===== src/rtl/pll_ctrl_pkg.sv =====
// rtl/pll_ctrl_pkg.sv - FSM states, divider profile ROM and defaults shared by the rPLL reconfiguration controller
package pll_ctrl_pkg;

  typedef enum logic [2:0] {
    ST_HOLD_RST  = 3'd0,
    ST_WAIT_LOCK = 3'd1,
    ST_SETTLE    = 3'd2,
    ST_RUN       = 3'd3,
    ST_FAIL      = 3'd4
  } pll_state_e;

  typedef struct packed {
    logic [5:0] idsel;
    logic [5:0] fbdsel;
    logic [5:0] odsel;
  } pll_profile_t;

  localparam int MAX_PROFILES    = 16;
  localparam int DEFAULT_PROFILE = 0;

  // Codes are stored pre-inverted for dynamic selection: sel = 64 - divider, odsel = 64 - ODIV/2.
  localparam pll_profile_t PROF_IDIV2_FB19_OD4  = '{idsel: 6'd62, fbdsel: 6'd45, odsel: 6'd62};
  localparam pll_profile_t PROF_IDIV2_FB9_OD8   = '{idsel: 6'd62, fbdsel: 6'd55, odsel: 6'd60};
  localparam pll_profile_t PROF_IDIV3_FB20_OD8  = '{idsel: 6'd61, fbdsel: 6'd44, odsel: 6'd60};
  localparam pll_profile_t PROF_IDIV1_FB10_OD16 = '{idsel: 6'd63, fbdsel: 6'd54, odsel: 6'd56};

  localparam pll_profile_t PROFILE_ROM [MAX_PROFILES] = '{
    0:       PROF_IDIV2_FB19_OD4,
    1:       PROF_IDIV2_FB9_OD8,
    2:       PROF_IDIV3_FB20_OD8,
    3:       PROF_IDIV1_FB10_OD16,
    default: PROF_IDIV2_FB19_OD4
  };

  function automatic pll_profile_t profile_codes(input logic [3:0] idx);
    return PROFILE_ROM[idx];
  endfunction

endpackage


===== src/rtl/pll_lock_sync.sv =====
// rtl/pll_lock_sync.sv - two-flop synchronizer bringing the rPLL LOCK into the clkin domain
module pll_lock_sync (
  input  logic clk_i,
  input  logic rst_i,
  input  logic async_i,
  output logic sync_o
);

  logic meta_q;
  logic sync_q;

  always_ff @(posedge clk_i or posedge rst_i) begin
    if (rst_i) begin
      meta_q <= 1'b0;
      sync_q <= 1'b0;
    end else begin
      meta_q <= async_i;
      sync_q <= meta_q;
    end
  end

  assign sync_o = sync_q;

endmodule


===== src/rtl/pll_reconfig_ctrl.sv =====
// rtl/pll_reconfig_ctrl.sv - rPLL dynamic-divider sequencer: reset, lock, settle, retry and profile requests
// Optional macro PLL_LOCK_STATS_EN adds the relock_cnt output.
module pll_reconfig_ctrl
  import pll_ctrl_pkg::*;
#(
  parameter int NUM_PROFILES  = 4,
  parameter int RESET_CYCLES  = 16,
  parameter int LOCK_TIMEOUT  = 65535,
  parameter int SETTLE_CYCLES = 256,
  parameter int MAX_RETRY     = 3,
  localparam int PW = (NUM_PROFILES > 1) ? $clog2(NUM_PROFILES) : 1
) (
  input  logic          clkin,
  input  logic          rst,
  input  logic          req_valid,
  input  logic [PW-1:0] req_profile,
  output logic          req_ready,
  input  logic          pll_lock,
  output logic          pll_reset,
  output logic [5:0]    idsel,
  output logic [5:0]    fbdsel,
  output logic [5:0]    odsel,
  output logic          locked,
  output logic          busy,
  output logic [PW-1:0] cur_profile,
  output logic          err
`ifdef PLL_LOCK_STATS_EN
  ,
  output logic [7:0]    relock_cnt
`endif
);

  localparam int CNT_MAX = (RESET_CYCLES > LOCK_TIMEOUT)
                         ? ((RESET_CYCLES > SETTLE_CYCLES) ? RESET_CYCLES : SETTLE_CYCLES)
                         : ((LOCK_TIMEOUT > SETTLE_CYCLES) ? LOCK_TIMEOUT : SETTLE_CYCLES);
  localparam int CW = $clog2(CNT_MAX + 1);
  localparam int RW = $clog2(MAX_RETRY + 1);

  localparam logic [CW-1:0] RST_LAST  = CW'(RESET_CYCLES - 1);
  localparam logic [CW-1:0] TO_LAST   = CW'(LOCK_TIMEOUT - 1);
  // The WAIT_LOCK cycle that first sees lock_s already counts toward the settle window.
  localparam logic [CW-1:0] SET_LAST  = CW'((SETTLE_CYCLES > 1) ? SETTLE_CYCLES - 2 : 0);
  localparam logic [RW-1:0] RETRY_LIM = RW'(MAX_RETRY);

  logic          lock_s;
  pll_state_e    state_q, state_d;
  logic [CW-1:0] cnt_q, cnt_d;
  logic [RW-1:0] retry_q, retry_d, retry_inc;
  logic [PW-1:0] prof_q, prof_d;
  pll_profile_t  codes_q, codes_d;
  logic          low_q, low_d;
  logic          accept, in_range, change, attempt_fail;

  pll_lock_sync u_lock_sync (
    .clk_i   (clkin),
    .rst_i   (rst),
    .async_i (pll_lock),
    .sync_o  (lock_s)
  );

  assign accept    = req_valid && req_ready;
  assign in_range  = 32'(req_profile) < 32'(NUM_PROFILES);
  assign change    = accept && in_range && !((state_q == ST_RUN) && (req_profile == prof_q));
  assign retry_inc = retry_q + RW'(1);

  always_comb begin
    state_d      = state_q;
    cnt_d        = cnt_q;
    retry_d      = retry_q;
    prof_d       = prof_q;
    low_d        = 1'b0;
    attempt_fail = 1'b0;
    case (state_q)
      ST_HOLD_RST: begin
        if (cnt_q == RST_LAST) begin
          state_d = ST_WAIT_LOCK;
          cnt_d   = '0;
        end else begin
          cnt_d = cnt_q + CW'(1);
        end
      end
      ST_WAIT_LOCK: begin
        if (lock_s) begin
          state_d = (SETTLE_CYCLES > 1) ? ST_SETTLE : ST_RUN;
          cnt_d   = '0;
        end else if (cnt_q == TO_LAST) begin
          attempt_fail = 1'b1;
        end else begin
          cnt_d = cnt_q + CW'(1);
        end
      end
      ST_SETTLE: begin
        if (!lock_s) begin
          attempt_fail = 1'b1;
        end else if (cnt_q == SET_LAST) begin
          state_d = ST_RUN;
          cnt_d   = '0;
        end else begin
          cnt_d = cnt_q + CW'(1);
        end
      end
      ST_RUN: begin
        // Two consecutive low samples count as a real loss; one is treated as a glitch.
        if (!lock_s && low_q) begin
          state_d = ST_HOLD_RST;
          cnt_d   = '0;
          retry_d = '0;
        end else begin
          low_d = !lock_s;
        end
      end
      ST_FAIL: ;
      default: begin
        state_d = ST_HOLD_RST;
        cnt_d   = '0;
      end
    endcase

    if (attempt_fail) begin
      retry_d = retry_inc;
      cnt_d   = '0;
      state_d = (retry_inc == RETRY_LIM) ? ST_FAIL : ST_HOLD_RST;
    end

    if (change) begin
      state_d = ST_HOLD_RST;
      prof_d  = req_profile;
      cnt_d   = '0;
      retry_d = '0;
      low_d   = 1'b0;
    end

    codes_d = profile_codes(4'(prof_d));
  end

  always_ff @(posedge clkin or posedge rst) begin
    if (rst) begin
      state_q <= ST_HOLD_RST;
      cnt_q   <= '0;
      retry_q <= '0;
      prof_q  <= PW'(DEFAULT_PROFILE);
      codes_q <= profile_codes(4'(DEFAULT_PROFILE));
      low_q   <= 1'b0;
    end else begin
      state_q <= state_d;
      cnt_q   <= cnt_d;
      retry_q <= retry_d;
      prof_q  <= prof_d;
      codes_q <= codes_d;
      low_q   <= low_d;
    end
  end

  assign pll_reset   = (state_q == ST_HOLD_RST) || (state_q == ST_FAIL);
  assign locked      = (state_q == ST_RUN);
  assign busy        = (state_q == ST_HOLD_RST) || (state_q == ST_WAIT_LOCK) || (state_q == ST_SETTLE);
  assign req_ready   = (state_q == ST_RUN) || (state_q == ST_FAIL);
  assign err         = (state_q == ST_FAIL);
  assign cur_profile = prof_q;
  assign idsel       = codes_q.idsel;
  assign fbdsel      = codes_q.fbdsel;
  assign odsel       = codes_q.odsel;

`ifdef PLL_LOCK_STATS_EN
  logic [7:0] relock_q;
  logic       lock_loss;

  assign lock_loss = (state_q == ST_RUN) && !lock_s && low_q && !change;

  always_ff @(posedge clkin or posedge rst) begin
    if (rst) begin
      relock_q <= 8'd0;
    end else if (change) begin
      relock_q <= 8'd0;
    end else if (lock_loss && (relock_q != 8'hFF)) begin
      relock_q <= relock_q + 8'd1;
    end
  end

  assign relock_cnt = relock_q;
`endif

endmodule

===== config.mk =====
export PLATFORM = sky130hd
export DESIGN_NAME = pll_reconfig_ctrl
export DESIGN_NICKNAME = d
export VERILOG_FILES = /design/src/rtl/pll_ctrl_pkg.sv /design/src/rtl/pll_lock_sync.sv /design/src/rtl/pll_reconfig_ctrl.sv
export SDC_FILE = /design/constraint.sdc
export NUM_CORES = 1
export LEC_CHECK = 0
export CAP_MARGIN = 20
export CORE_ASPECT_RATIO = 1.5
export CORE_MARGIN = 2
export CORE_UTILIZATION = 35
export DETAILED_ROUTE_END_ITERATION = 8
export MAX_ROUTING_LAYER = met4
export SYNTH_ARGS = -nofsm -noshare
export SYNTH_HDL_FRONTEND = slang
export SYNTH_SLANG_ARGS = --single-unit

===== constraint.sdc =====
create_clock -name clkin -period 2.22 [get_ports clkin]
set_input_delay 0.222 -clock clkin [delete_from_list [all_inputs] [get_ports clkin]]
set_output_delay 0.222 -clock clkin [all_outputs]
set_load 0.02 [all_outputs]

# Word level (Yosys, flattened, before mapping)

Memory sizes are Yosys's and may differ from the RTL's. A register that Yosys moved wholly into a read port is not among the register bits.
Cells that the tools add are included.

Bits in registers: 26
ROM bits: 288
Output and inout bits: 25
Word-level logic and storage cells: 73
Memories: 1

$add $sub $neg: 2
Eq/ne operators: 16
Multiplexer cells: 30
Bitwise logic cells: 1
Reduce and logical (&&, ||, !) cells: 16

Memories:

| name            | words | bits a word | rd ports | clocked after memory_dff | wr ports | line               | source |
|---|---|---|---|---|---|---|---|
| (no name shown) | 16    | 18          | 1        | 1                        | 0        | pll_ctrl_pkg.sv:36 | `return PROFILE_ROM[idx];` |

Operators by type and width:

| cell                  | count |
|---|---|
| $mux 16               | 8 |
| $pmux 16 s5           | 1 |
| $mux 3                | 8 |
| $add 16x1->16 const B | 1 |
| $eq 16x16->1 const B  | 1 |
| $eq 16x4->1 const B   | 1 |
| $eq 16x8->1 const B   | 1 |
| $pmux 3 s5            | 1 |
| $mux 2                | 5 |
| $ne 4x3->1 const B    | 2 |
| $ne 4x4->1 const B    | 2 |
| $eq 3x2->1 const B    | 2 |
| $mux 1                | 6 |
| $reduce_and 6->1      | 1 |
| $reduce_bool 3->1     | 2 |
| $ne 5x4->1 const B    | 1 |
| $not 2->5             | 1 |
| $logic_and 1x1->1     | 4 |
| $logic_or 1x1->1      | 4 |
| $ne 4x1->1 const B    | 1 |
| $reduce_and 4->1      | 1 |
| $eq 3x1->1 const B    | 1 |
| $eq 3x3->1 const B    | 1 |
| $logic_not 3->1       | 1 |
| 7 further kinds       | 8 |

# Longest topological paths before layout

Depth after elaboration: 6
Mapped depth: 9
Mapped depth without buffers: 8

# Hierarchy

From an unflattened synthesis, not the netlist that was laid out.

Cells, all modules: 179
Area, all modules: 1,711.6 um2

Modules (own cells, without submodules):

| module            | times used | cells each | area each (um2) |
|---|---|---|---|
| pll_reconfig_ctrl | 1          | 176        | 1,657.8 |
| pll_lock_sync     | 1          | 3          | 53.8 |

# Worst setup path before layout

No wires, ideal clock.

Path type: register to register
From: register state_q[1]
To: register cnt_q[5]
Data arrival time: 1.913 ns
Required time: 2.099 ns
Setup slack: 0.186 ns
Stages on the path, launching flop included: 8
Buffers on the path: 2
Clock period less this slack: 2.034 ns
Cells stage by stage: dfrtp_1 -> buf_6 -> or4b_4 -> nand4bb_4 -> o21ai_4 -> a21oi_2 -> buf_6 -> a22o_1

Word-level cells in the longest chain between the ends: 6

RTL lines:

| item                                                  | line                                                                       | source |
|---|---|---|
| from (decl)                                           | pll_reconfig_ctrl.sv:46                                                    | `pll_state_e state_q, state_d;` |
| from (signal assigned)                                | pll_reconfig_ctrl.sv:145                                                   | `state_q <= state_d;` |
| $eq 3x2->1 or $eq 3x3->1 (tied branches)              | pll_reconfig_ctrl.sv:63, pll_reconfig_ctrl.sv:73, pll_reconfig_ctrl.sv:157 |  |
| $logic_or 1x1->1 or $logic_and 1x1->1 (tied branches) | pll_reconfig_ctrl.sv:157, pll_reconfig_ctrl.sv:63                          |  |
| $logic_and 1x1->1 or $logic_not 1->1 (tied branches)  | pll_reconfig_ctrl.sv:61, pll_reconfig_ctrl.sv:63                           |  |
| $logic_and 1x1->1                                     | pll_reconfig_ctrl.sv:63                                                    | `assign change = accept && in_range && !((state_q == ST_RUN) && (req_profile == prof_q));` |
| $ne 5x4->1 (no line), or another cell as far along    | n/a                                                                        |  |
| $reduce_and 4->1 (no line)                            | n/a                                                                        |  |
| to (signal assigned)                                  | pll_reconfig_ctrl.sv:146                                                   | `cnt_q <= cnt_d;` |
| to (decl)                                             | pll_reconfig_ctrl.sv:47                                                    | `logic [CW-1:0] cnt_q, cnt_d;` |

Several ways; a longest one is shown, not always the timed one.
A chain may end at the register's enable or synchronous reset.

# Worst setup path in the final report

From: register state_q[1]
To: output port err

Word-level cells in the longest chain between the ends: 1

RTL lines:

| item       | line                     | source |
|---|---|---|
| $eq 3x3->1 | pll_reconfig_ctrl.sv:158 | `assign err = (state_q == ST_FAIL);` |
| to (decl)  | pll_reconfig_ctrl.sv:26  | `output logic err` |

Every way passes these cells.

==> impl_results.md <==
- Crit Path Category: reg -> out
- Sequential fraction of the synthesis area: 43.6%
- Drt total wl: 3.71 mm
- Clk_lat worst skew: 0.28 ns
- Violation count after the first detailed-route iteration: 23
- Die height: 91.7 um
- Initial core utilization: 36.7%
- Critical Path End Type: output port
- Via density: 4.91
- Most frequent cells in the layout: nand2_1 (26), dfrtp_1 (25), clkdlybuf4s50_1 (20), buf_4 (19), nand3_1 (14)
- Library cells used by synthesis: 48
- Initial antenna violation count: 0
- Number of flops mapped to enable cells by yosys: 0
- # IOs: 31
- Compound-Gate Fraction of Synth Area: 13.0%
- Largest net degree at the start of global routing: 32
- Vias in the first global route: 1366
- First-pass GRT wire length: 6.17 mm
- Ys flop type: dfrtp_1
- Post-Route Skew: 0.00391 ns
- Slew Viols, Final: 0
- MaxCap Viol Count: 0
- Post-route clock period utilization: 96.2%
- DRC errors left: 0
- CP Data Arrival Time: 1.91 ns
- Inserted Diodes: 0
- CTS buffer count: 5
- PortBufs: 20
- CP Launch Type: flop
- Fraction of layout cells with a size suffix above 1: 21.7%
- Mean Syn Cell Area: 9.54 um^2
- Total gr overflow: 0
- Die area: 5720 um^2
- Post-CTS Hold Buffers: 0
- Power density over the cells: 1250 nW/um^2
- Post-Synthesis Cell Area: 1790 um^2
- #FFs+latches synth: 31
- Synth Area in Adders: 2.09%
- Synth Area in Simple Gates: 25.9%
- Final Worst Setup Slack: 0.0839 ns
- Filler cell count in the final layout: 509
- Yosys warns: 0
- VDD IR max: 0.765 mV
- XOR/XNOR Fraction of Synth Area: 1.47%
- Fin util: 45.9%
- Dominant cells by area after synthesis: dfrtp_1 (36%), dfstp_2 (7.3%), buf_4 (5.9%), nand2_1 (5.4%), nand3_1 (3.9%)
- CTS Buffer Depth: 2
- Dpl ws: 0.128 ns
- Nets: 234
- LEAKAGE: 0.00104 uW
- Clock Tree Root: clkbuf_8
- Routed WL per cell: 12.7 um
- CP required: 2.00 ns
- Hold crit path type: in -> async
- Fmax: 468 MHz
- Die Wd: 62.4 um
- FP Rows: 31
- Asr flop ratio synth: 100%
- Area Growth Syn to Fin: 25.1%
- CTS tree: built
- Worst-path fanout max: 4
- Status: finished clean
- Vias: 1433
- Commonest non-fill, non-tap cell in the layout: nand2_1
- Global router's overall resource usage: 14.0%
- Synth area leader: dfrtp_1
- Top-area cell type share of the netlist area: 36.3%
- CTS clk-pin slew, worst paths: 0.07 ns
- DR pass1 iterations: 4
- Area of the core: 4890 um^2
- Mapped Cells: 188
- Mux share of post-synthesis cell area: 3.35%
- DP HPWL: 2.76 mm
- Routed Antenna Nets: 0
- Tmin final: 2.14 ns
- GPL Wtd Cong: 0.892
- CTS Sinks: 31
- CTS H-tree lvls: 2
- Largest family of logic cells by synthesized area: simple AND/OR/NAND/NOR gates
- Final setup fails: 0
- Hold violation count in the final report: 0
synth_stat cells (2+ instances only):
library cell	count
o21ai_0	8
nand3b_1	2
nor3_1	4
dfstp_2	5
and2_1	2
conb_1	2
inv_1	9
nand2b_1	2
and3_1	2
and3_2	4
nor4_1	3
mux2i_1	6
nand4_1	3
a22o_1	2
dfrtp_1	26
nand2_1	26
ha_1	3
nor2_1	7
o311ai_1	4
a211oi_1	2
buf_6	3
nand3_1	14
xnor2_1	2
a21oi_1	7
a21o_1	4
buf_4	14
power breakdown:
group | internal [uW] | switching (uW) | leakage, uW | total (uW)
logic | 631 | 766 | 0.000582 | 1400
registers | 729 | 111 | 0.000395 | 840
clock network | 363 | 209 | 0.0000612 | 572
sequential cells by signal, summed over array words and instances, names as in the netlist:
signal and cells:
idsel 2, retry_q 2, low_q 1, fbdsel 2, odsel 2, cnt_q 16
u_lock_sync.sync_o 1, cur_profile 1, state_q 3, u_lock_sync.meta_q 1
cell families (layout without fill, tap and decap cells):
kind of cell | Yosys count | in the layout
simple gates | 81 | 81
compound gates | 34 | 35
flops | 31 | 31
buf+inv | 28 | 57
mux | 6 | 6
fa+ha+maj | 3 | 3
xor+xnor | 3 | 3
other cells | 2 | 10
area by class of cell:
| type | instances | area (um^2) | area share, % |
|---|---|---|---|
| Clock buffer | 6 | 82.6 | 3.68 |
| Clock inverter | 2 | 35.0 | 1.56 |
| Inverter | 10 | 37.5 | 1.67 |
| Multi-Input combinational cell | 138 | 880 | 39.2 |
| Sequential cell | 31 | 783 | 34.9 |
| Tap cell | 66 | 82.6 | 3.68 |
| Timing Repair Buffer | 39 | 343 | 15.3 |
worst paths after layout:
check	startpoint	to	slack [ns]	cells after the start
worst min register to register	u_lock_sync.meta_q$_DFF_PP0_	u_lock_sync.sync_o$_DFF_PP0_	0.35	0
min in group clkin	u_lock_sync.meta_q$_DFF_PP0_	u_lock_sync.sync_o$_DFF_PP0_	0.35	0
max in group asynchronous	rst	fbdsel[0]$_DFF_PP1_	1.58	3
worst max-delay path	state_q[1]$_DFFE_PP0P_	err	0.08	3
worst min-delay path	rst	cnt_q[15]$_DFFE_PP0P_	0.31	3
worst max register to register	state_q[1]$_DFFE_PP0P_	cnt_q[12]$_DFFE_PP0P_	0.13	6
layer usage:
metal	up-vias	GRT usage, %	part of all wire, %
met5	-	-	0
met4	0	5.56	1.4
met3	6	3.19	3.6
met2	35	23.7	53
met1	672	15.9	42
li1	720	-	-
critical path, stage by stage (launching register included):
cell             delay [ns]
dfrtp_1                0.42
or3b_2                 0.52
inv_1                  0.10
clkdlybuf4s50_1        0.60
per-stage QoR:
| stage | total power, uW | hold slack [ns] | area (um^2) | setup TNS [ns] | cells |
|---|---|---|---|---|---|
| 2_1_floorplan | 1810 | 0.253 | 1820 | 0 | 196 |
| 3_3_place_gp | 2190 | 0.332 | 2100 | 0 | 282 |
| 3_5_place_dp | 2200 | 0.346 | 2100 | 0 | 282 |
| 4_1_cts | 2790 | 0.329 | 2210 | 0 | 290 |
| 5_1_grt | 3040 | 0.352 | 2240 | -0.00188 | 292 |
| 6_report | 2810 | 0.314 | 2240 | 0 | 292 |
timing repair:
action / in CTS / in global routing
endpoints found under the setup margin: 0 / 13
gates resized for setup: 0 / 3
setup buffers: 0 / 1
Note: power is estimated with default switching activity, not from simulation.
